<file path="src/rtl/hash_key_loader_if.sv">
// Byte-stream key input, lookup3 key/hash connection and result hand-off
// between the key parser, the hash key loader and the lookup3 core.
interface hash_key_loader_if;
  logic [7:0]  s_data;
  logic        s_valid;
  logic        s_last;
  logic        s_ready;

  logic [7:0]  key_length;
  logic [31:0] k0;
  logic [31:0] k1;
  logic [31:0] k2;
  logic        key_valid;
  logic [31:0] hashkey;

  logic [31:0] res_hash;
  logic [7:0]  res_len;
  logic        res_overflow;
  logic        res_valid;
  logic        res_ready;

  // Loader side: consumes bytes and hash, produces key and result.
  modport master (
    input  s_data, s_valid, s_last, hashkey, res_ready,
    output s_ready, key_length, k0, k1, k2, key_valid,
           res_hash, res_len, res_overflow, res_valid
  );

  // Environment side: parser, lookup3 core and result consumer.
  modport slave (
    output s_data, s_valid, s_last, hashkey, res_ready,
    input  s_ready, key_length, k0, k1, k2, key_valid,
           res_hash, res_len, res_overflow, res_valid
  );
endinterface

</file>
<file path="src/rtl/hash_key_loader.sv">
// Packs a byte-stream key (up to 12 bytes) into lookup3 k0..k2, waits a fixed
// hash latency, captures the hash and holds the result until it is taken.
module hash_key_loader #(
  parameter int unsigned HASH_LATENCY = 4
) (
  input  logic               CLK,
  input  logic               RST,
  hash_key_loader_if.master  bus
);

  localparam int unsigned KEY_BYTES = 12;
  localparam int unsigned BYTE_W    = 8;
  localparam int unsigned KEY_W     = KEY_BYTES * BYTE_W;
  localparam int unsigned WORD_W    = 32;
  localparam int unsigned CNT_W     = 4;
  localparam int unsigned WCNT_W    = 8;
  localparam int unsigned LEN_W     = 8;

  typedef enum logic [1:0] {
    ST_FILL  = 2'd0,
    ST_ISSUE = 2'd1,
    ST_WAIT  = 2'd2,
    ST_DONE  = 2'd3
  } state_e;

  state_e              state_q, state_d;
  logic [KEY_W-1:0]    key_q, key_d;
  logic [CNT_W-1:0]    cnt_q, cnt_d;
  logic                ovf_q, ovf_d;
  logic [WCNT_W-1:0]   wcnt_q, wcnt_d;
  logic [WORD_W-1:0]   res_hash_q, res_hash_d;
  logic [LEN_W-1:0]    res_len_q, res_len_d;
  logic                res_ovf_q, res_ovf_d;
  logic                res_valid_q, res_valid_d;
  logic                s_ready_q, s_ready_d;
  logic                key_valid_q, key_valid_d;
  logic                accept_c;

  // s_ready_q is only ever high in FILL, so it alone qualifies a beat.
  assign accept_c = bus.s_valid && s_ready_q;

  // State and datapath registers.
  always_ff @(posedge CLK) begin
    if (RST) begin
      state_q     <= ST_FILL;
      key_q       <= '0;
      cnt_q       <= '0;
      ovf_q       <= 1'b0;
      wcnt_q      <= '0;
      res_hash_q  <= '0;
      res_len_q   <= '0;
      res_ovf_q   <= 1'b0;
      res_valid_q <= 1'b0;
      s_ready_q   <= 1'b0;
      key_valid_q <= 1'b0;
    end else begin
      state_q     <= state_d;
      key_q       <= key_d;
      cnt_q       <= cnt_d;
      ovf_q       <= ovf_d;
      wcnt_q      <= wcnt_d;
      res_hash_q  <= res_hash_d;
      res_len_q   <= res_len_d;
      res_ovf_q   <= res_ovf_d;
      res_valid_q <= res_valid_d;
      s_ready_q   <= s_ready_d;
      key_valid_q <= key_valid_d;
    end
  end

  // Next-state and registered-output logic.
  always_comb begin
    state_d    = state_q;
    key_d      = key_q;
    cnt_d      = cnt_q;
    ovf_d      = ovf_q;
    wcnt_d     = wcnt_q;
    res_hash_d = res_hash_q;
    res_len_d  = res_len_q;
    res_ovf_d  = res_ovf_q;

    unique case (state_q)
      ST_FILL: begin
        if (accept_c) begin
          if (cnt_q < CNT_W'(KEY_BYTES)) begin
            // Byte i lands in word i/4, most significant lane first.
            for (int unsigned b = 0; b < KEY_BYTES; b++) begin
              if (cnt_q == CNT_W'(b)) begin
                key_d[KEY_W-1-BYTE_W*b -: BYTE_W] = bus.s_data;
              end
            end
            cnt_d = cnt_q + CNT_W'(1);
          end else begin
            ovf_d = 1'b1;
          end
          if (bus.s_last) begin
            state_d = ST_ISSUE;
          end
        end
      end

      ST_ISSUE: begin
        wcnt_d  = WCNT_W'(HASH_LATENCY);
        state_d = ST_WAIT;
      end

      ST_WAIT: begin
        wcnt_d = wcnt_q - WCNT_W'(1);
        if (wcnt_q == WCNT_W'(1)) begin
          res_hash_d = bus.hashkey;
          res_len_d  = LEN_W'(cnt_q);
          res_ovf_d  = ovf_q;
          state_d    = ST_DONE;
        end
      end

      ST_DONE: begin
        if (bus.res_ready) begin
          key_d   = '0;
          cnt_d   = '0;
          ovf_d   = 1'b0;
          state_d = ST_FILL;
        end
      end

      default: begin
        state_d = ST_FILL;
      end
    endcase

    // Handshake outputs follow the state being entered.
    s_ready_d   = (state_d == ST_FILL);
    key_valid_d = (state_d == ST_ISSUE);
    res_valid_d = (state_d == ST_DONE);
  end

  assign bus.s_ready      = s_ready_q;
  assign bus.key_valid    = key_valid_q;
  assign bus.key_length   = LEN_W'(cnt_q);
  assign bus.k0           = key_q[KEY_W-1          -: WORD_W];
  assign bus.k1           = key_q[KEY_W-1-WORD_W   -: WORD_W];
  assign bus.k2           = key_q[KEY_W-1-2*WORD_W -: WORD_W];
  assign bus.res_hash     = res_hash_q;
  assign bus.res_len      = res_len_q;
  assign bus.res_overflow = res_ovf_q;
  assign bus.res_valid    = res_valid_q;

endmodule

</file>
<file path="src/flat_wrapper.sv">
// flat-port wrapper written by rule: the top's interface ports become plain ports
module hash_key_loader_flat 
#(
  parameter int unsigned HASH_LATENCY = 4
)
  (CLK, RST, bus_s_data, bus_s_valid, bus_s_last, bus_hashkey, bus_res_ready, bus_s_ready, bus_key_length, bus_k0, bus_k1, bus_k2, bus_key_valid, bus_res_hash, bus_res_len, bus_res_overflow, bus_res_valid);
  hash_key_loader_if bus_i ();
  input  logic CLK;
  input  logic RST;
  input wire logic [$bits(bus_i.s_data)-1:0] bus_s_data;
  input wire logic [$bits(bus_i.s_valid)-1:0] bus_s_valid;
  input wire logic [$bits(bus_i.s_last)-1:0] bus_s_last;
  input wire logic [$bits(bus_i.hashkey)-1:0] bus_hashkey;
  input wire logic [$bits(bus_i.res_ready)-1:0] bus_res_ready;
  output wire logic [$bits(bus_i.s_ready)-1:0] bus_s_ready;
  output wire logic [$bits(bus_i.key_length)-1:0] bus_key_length;
  output wire logic [$bits(bus_i.k0)-1:0] bus_k0;
  output wire logic [$bits(bus_i.k1)-1:0] bus_k1;
  output wire logic [$bits(bus_i.k2)-1:0] bus_k2;
  output wire logic [$bits(bus_i.key_valid)-1:0] bus_key_valid;
  output wire logic [$bits(bus_i.res_hash)-1:0] bus_res_hash;
  output wire logic [$bits(bus_i.res_len)-1:0] bus_res_len;
  output wire logic [$bits(bus_i.res_overflow)-1:0] bus_res_overflow;
  output wire logic [$bits(bus_i.res_valid)-1:0] bus_res_valid;
  assign bus_i.s_data = bus_s_data;
  assign bus_i.s_valid = bus_s_valid;
  assign bus_i.s_last = bus_s_last;
  assign bus_i.hashkey = bus_hashkey;
  assign bus_i.res_ready = bus_res_ready;
  assign bus_s_ready = bus_i.s_ready;
  assign bus_key_length = bus_i.key_length;
  assign bus_k0 = bus_i.k0;
  assign bus_k1 = bus_i.k1;
  assign bus_k2 = bus_i.k2;
  assign bus_key_valid = bus_i.key_valid;
  assign bus_res_hash = bus_i.res_hash;
  assign bus_res_len = bus_i.res_len;
  assign bus_res_overflow = bus_i.res_overflow;
  assign bus_res_valid = bus_i.res_valid;
  hash_key_loader #(.HASH_LATENCY(HASH_LATENCY)) u_core (.CLK(CLK), .RST(RST), .bus(bus_i));
endmodule
</file>
<file path="config.mk">
export PLATFORM = sky130hd
export DESIGN_NAME = hash_key_loader_flat
export DESIGN_NICKNAME = d
export VERILOG_FILES = /design/src/rtl/hash_key_loader_if.sv /design/src/rtl/hash_key_loader.sv /design/src/flat_wrapper.sv
export SDC_FILE = /design/constraint.sdc
export NUM_CORES = 1
export LEC_CHECK = 0
export ABC_CLOCK_PERIOD_IN_PS = 3600
export BUFFER_PORTS_ARGS = -buffer_cell sky130_fd_sc_hd__buf_2
export CORE_ASPECT_RATIO = 1.75
export CORE_MARGIN = 2
export CORE_UTILIZATION = 35
export CTS_BUF_LIST = sky130_fd_sc_hd__clkbuf_2
export DETAILED_ROUTE_END_ITERATION = 7
export PLACE_DENSITY = 0.68
export SYNTH_ARGS = -nofsm -noshare
export SYNTH_HDL_FRONTEND = slang
export SYNTH_SLANG_ARGS = --single-unit
</file>
<file path="constraint.sdc">
create_clock -name CLK -period 3.6 [get_ports CLK]
set_clock_uncertainty 0.15 [all_clocks]
set_input_delay 0.36 -clock CLK [delete_from_list [all_inputs] [get_ports CLK]]
set_output_delay 0.36 -clock CLK [all_outputs]
set_load 0.03 [all_outputs]
</file>
# ---- After elaboration in Yosys (flattened, before gate mapping)
# Index checks and enable logic that the tools add are counted.
dict set report classes {
  shift 0
  multipliers 0
  eq_ne 33
  bitwise 0
  magnitude_cmp 1
  n_reduce_logical 21
  n_mux 30
  n_div 0
  addsub 2
}
# operator count
set op_table {}
lappend op_table {{96-bit 2-to-1 mux} 3}
lappend op_table {{96-bit one-hot mux with 2 select lines} 1}
lappend op_table {{8-bit 2-to-1 mux} 12}
lappend op_table {{5-bit AND reduction} 12}
lappend op_table {{2-bit by 1-bit inequality test with 1-bit output (second input constant)} 14}
lappend op_table {{4-bit by 3-bit equality test with 1-bit output (second input constant)} 4}
lappend op_table {{4-bit equality test (second input constant)} 4}
lappend op_table {{8-bit one-hot mux with 2 select lines} 1}
lappend op_table {{4-bit 2-to-1 mux} 3}
lappend op_table {{4-bit by 2-bit equality test with 1-bit output (second input constant)} 2}
lappend op_table {{8-bit by 1-bit equality test with 1-bit output (second input constant)} 1}
lappend op_table {{2-bit 2-to-1 mux} 4}
lappend op_table {{2-bit one-hot mux with 4 select lines} 1}
lappend op_table {{4-bit one-hot mux with 2 select lines} 1}
lappend op_table {{4-bit AND reduction} 2}
lappend op_table {{8-bit by 1-bit subtractor with 8-bit output (second input constant)} 1}
lappend op_table {{2-bit equality test (second input constant)} 3}
lappend op_table {{4-bit by 1-bit adder with 4-bit output (second input constant)} 1}
lappend op_table {{2-bit by 1-bit equality test with 1-bit output (second input constant)} 2}
lappend op_table {{4-bit by 1-bit equality test with 1-bit output (second input constant)} 1}
lappend op_table {{2-bit logical NOT} 2}
lappend op_table {{4-bit logical NOT} 1}
lappend op_table {{4-bit < comparator (second input constant)} 1}
lappend op_table {{2-bit inequality test (second input constant)} 2}
lappend op_table {{5 further kinds} 8}
dict set report totals {
  latchBits 0
  elab_cells 109
  ram_bits 0
  ff_bits 151
  output_inout_bits 148
  romBits 0
  mem_count 0
  in_bits 45
}

# ---- Longest topological paths before layout
dict set report depth {
  word_depth 5
  ltp_mapped 8
  depth_no_buf 6
}

# ---- Worst setup path before layout
# No wires, ideal clock.
dict set report synth_timing {
  path_kind {flip-flop to flip-flop}
  startpoint {register u_core.cnt_q[0]}
  endpoint {register u_core.key_q[64]}
  synth_period_minus_slack_ps 2384
  required_time_ps 3322
  setup_time_ps 128
  arrival_ps 2106
  slack_ps 1216
  n_path_buf 0
  stages_incl_launch_ff 6
  path_cell_list {dfxtp_1 > ha_1 > or3b_2 > a211oi_4 > mux2i_1 > nor2_1}
}
dict set report synth_via {
  elab_chain_len 3
}
# item line_no
set synth_rtl {}
lappend synth_rtl {{start, declared} hash_key_loader.sv:28} ;# logic [CNT_W-1:0] cnt_q, cnt_d;
lappend synth_rtl {{start signal, assigned} hash_key_loader.sv:59} ;# cnt_q <= cnt_d;
lappend synth_rtl {{4-bit < comparator or 4-bit by 2-bit equality test with 1-bit output (tied branches)} {hash_key_loader.sv:85, hash_key_loader.sv:88}}
lappend synth_rtl {{2-bit by 1-bit inequality test with 1-bit output (no line)} n/a}
lappend synth_rtl {{5-bit AND reduction (no line) (*)} n/a}
lappend synth_rtl {{end signal, assigned} hash_key_loader.sv:58} ;# key_q <= key_d;
lappend synth_rtl {{end, declared} hash_key_loader.sv:27} ;# logic [KEY_W-1:0] key_q, key_d;
# Mark *: on every way between the ends. The rest lies on a longest branch, timed or not.
# A chain may end at the register's enable or synchronous reset.

# ---- Final worst setup path
dict set report layout_timing {
  startpoint {register u_core.wcnt_q[3]}
  endpoint {register u_core.res_hash_q[13] (netlist: u_core.bus.res_hash[13])}
}
dict set report layout_via {
  elab_chain_len 2
}
# item line_no
set layout_rtl {}
lappend layout_rtl {{start, declared} hash_key_loader.sv:30} ;# logic [WCNT_W-1:0] wcnt_q, wcnt_d;
lappend layout_rtl {{start signal, assigned} hash_key_loader.sv:61} ;# wcnt_q <= wcnt_d;
lappend layout_rtl {{8-bit by 1-bit equality test with 1-bit output} hash_key_loader.sv:109} ;# if (wcnt_q == WCNT_W'(1)) begin
lappend layout_rtl {{2-bit AND reduction (no line)} n/a}
lappend layout_rtl {{end signal, assigned} hash_key_loader.sv:62} ;# res_hash_q <= res_hash_d;
lappend layout_rtl {{end, declared} hash_key_loader.sv:31} ;# logic [WORD_W-1:0] res_hash_q, res_hash_d;
# Every way passes these cells.

==> results.txt <==
Post-CTS Hold Buffers -> 52
setup TNS -> 0 ns
status -> complete, no violations
post-synthesis mux area share -> 0.166
Post-synth EDFFs -> 0
clock tree buffer depth -> 2
FMAX -> 355 MHz
synthesized flop and latch total -> 151
post-layout min period -> 2.82 ns
die width -> 103 um
Hold Fails Final Rpt -> 0
Slew headroom -> 0.508
CP max stage cell -> dlygate4sd3_1
final layout net count -> 894
first-pass GRT wire length -> 25.3 mm
CP arrival -> 3.29 ns
DR iter-0 viols -> 192
Die H -> 177 um
final setup margin -> 0.780 ns
max incr delay on CP -> 0.61 ns
initial antenna violation count -> 1
HPWL after DPL -> 11.2 mm
CTS HTree Levels -> 4
vias in the first global route -> 4,818
adder-cell area share of the yosys netlist -> 0.0188
leakage power -> 3.38 nW
first-pass iteration count of the detailed router -> 4
Core Box Area -> 16,900 sq um
RSZ-0062 raised after global routing -> no
later-pin clock latency in the skew report -> 0.72 ns
setup bufs post-CTS -> 0
GRT overflow -> 0
via count -> 4,993
routed len/inst -> 15.6 um
main combinational cell family by area after synthesis -> multiplexers
Rows -> 63
Cells after Synth -> 613
fraction of registers with async set/reset -> 0
maximum vdd drop -> 0.000434 V
worst-margin pin slew -> 0.737 ns
crit path capture type -> register
DIE AREA -> 18,200 sq um
drt total wl -> 16.9 mm
Netlist cell types -> 39
# IOs -> 193
Area growth, synth to finish -> 31.7%
CP max FO -> 30
TritonCTS clock tree -> done
CP Launch Type -> register
pin count of the biggest net entering global routing -> 79
post-synthesis sequential area ratio -> 0.506
port buffer count -> 184
Syn. warnings -> 0
max cap viols -> 0
CP Data Required Time -> 4.07 ns
vias per inst -> 4.62
Initial Util -> 0.354
GRT Total Usage -> 0.183
Critical Path, Cell by Cell -> nor4_1 > nand4_1 > buf_4 > nand2_1 > a21oi_1 > dlygate4sd3_1
Num Clock Sinks -> 151
Synth Area per Inst -> 9.75 sq um
DRC -> 0
top_reg_cell synth -> dfxtp_1
Final setup violation count -> 0
share of layout cells above drive strength 1 -> 0.291
TritonCTS buffer count -> 17
Synth Area in Simple Gates -> 0.158
antenna-violating nets left -> 0
kind of critical path -> reg2reg
xor/xnor share of the synthesized area -> 0.00733
Post-Syn Area -> 5980 sq um
CTS root buffer -> clkbuf_2
Resized cells post-CTS -> 0
dpl ws -> 1.06 ns
crit share post-route -> 0.783
post-synthesis compound-gate area fraction -> 0.0967
clock slew at reported path FFs -> 0.24 ns
HP Class -> in2reg
Pwr per Cell Area -> 730 nW/um^2
Placer Congestion -> 0.755
Final Max Slew Viols -> 0
==> critical path: cells and delay by family, from the launching register on <==
family | cells | cell delay, ns
buffers and inverters | 2 | 1.03
and+or+nand+nor | 3 | 1.06
AOI/OAI and AO/OA | 1 | 0.07
DFF | 1 | 0.42
==> power by group <==
| part | leakage, nW | internal (mW) | switching [mW] |
|---|---|---|---|
| Sequential | 1.22 | 1.96 | 0.185 |
| Clock | 0.147 | 0.341 | 0.656 |
| Combinational | 2.01 | 0.956 | 1.65 |
| Total | 3.38 | 3.26 | 2.49 |
==> stage by stage <==
step                utilization  std cells  power [mW]  instance area (sq um)  hold slack, ns
CTS                       0.467       1080        5.83                   7870         0.00500
floorplan                     -        620        4.13                   6000           0.282
global placement          0.421        996        4.70                   7100           0.289
detailed placement        0.421        996        4.74                   7100           0.294
finish                    0.467       1081        5.75                   7870          0.0961
global route              0.467       1081        6.10                   7870          0.0237
==> cell type report <==
type	count	area [sq um]
Clock inverter	14	163
Fill cell	1640	9000
Tap cell	227	284
Sequential cell	151	3020
Clock buffer	18	90.1
Antenna cell	1	2.50
Timing Repair Buffer	249	1550
Inverter	9	33.8
Multi-Input combinational cell	412	2720
==> flip-flops by register name (all words and copies together) (netlist names) <==
signal / cells
u_core.bus.s_ready: 1
u_core.cnt_q: 4
u_core.state_q: 2
u_core.bus.res_hash: 32
u_core.bus.key_valid: 1
u_core.wcnt_q: 8
u_core.bus.res_overflow: 1
u_core.ovf_q: 1
u_core.bus.res_valid: 1
u_core.key_q: 96
u_core.bus.res_len: 4
==> cells by family (layout without fill, tap and decap cells) <==
logic type / Yosys count / after routing
and+or+nand+nor: 222 / 222
DFF: 151 / 151
buffers and inverters: 57 / 290
AOI/OAI and AO/OA: 69 / 69
other: 1 / 9
muxes: 99 / 99
adders and majority gates: 9 / 9
xor gates and xnor gates: 5 / 5
==> synth_stat cells (4+ instances only) <==
cell type / instances / share of area
clkbuf_1: 31 / 0.019
nand3b_1: 9 / 0.011
nor2b_1: 7 / 0.0073
ha_1: 9 / 0.019
nor2_1: 111 / 0.070
dfxtp_1: 151 / 0.51
or3b_2: 4 / 0.0059
mux2i_1: 98 / 0.16
a211oi_4: 12 / 0.040
inv_1: 9 / 0.0057
buf_2: 6 / 0.0050
nand2_1: 78 / 0.049
a21oi_1: 41 / 0.034
buf_4: 8 / 0.010
==> worst paths after layout <==
path / end / depth (start not counted) / slack [ns] / start
setup / recovery: u_core.bus.res_hash[13]$_SDFFE_PP0P_ / 6 / 0.78 / u_core.wcnt_q[3]$_SDFFE_PP0P_
hold / removal: u_core.key_q[8]$_SDFFE_PP0P_ / 5 / 0.1 / bus_s_data[0]
setup reg to reg: u_core.bus.res_hash[13]$_SDFFE_PP0P_ / 6 / 0.78 / u_core.wcnt_q[3]$_SDFFE_PP0P_
hold reg to reg: u_core.bus.res_len[1]$_SDFFE_PP0P_ / 2 / 0.32 / u_core.bus.res_len[1]$_SDFFE_PP0P_
==> routing by layer <==
metal	wire, um	track usage	vias up
met1	6310	0.189	2334
met2	9110	0.335	161
met3	978	0.0498	26
met4	482	0.0833	0
li1	-	-	2472
met5	0	0	-
==> cell usage in the layout, fill, tap and decap left out, types with 2 or more instances in the layout <==
cell	netlist	final
inv_1	9	9
a21o_1	3	3
a211oi_4	12	12
buf_2	6	183
mux2i_1	98	98
nand2_1	78	78
o21ai_0	3	3
a21oi_1	41	41
conb_1	1	8
dfxtp_1	151	151
and2b_1	3	3
dlygate4sd3_1	0	52
nor2_1	111	111
buf_4	8	13
xor2_1	2	2
clkbuf_2	0	18
ha_1	9	9
xnor2_1	3	3
a211oi_1	3	3
or3b_2	4	4
clkinv_4	0	3
nand3b_1	9	9
inv_6	0	7
clkinvlp_4	0	2
nor2b_1	7	7
bufinv_16	0	2
nor4_1	2	2
Note: power is estimated with default switching activity, not from simulation.
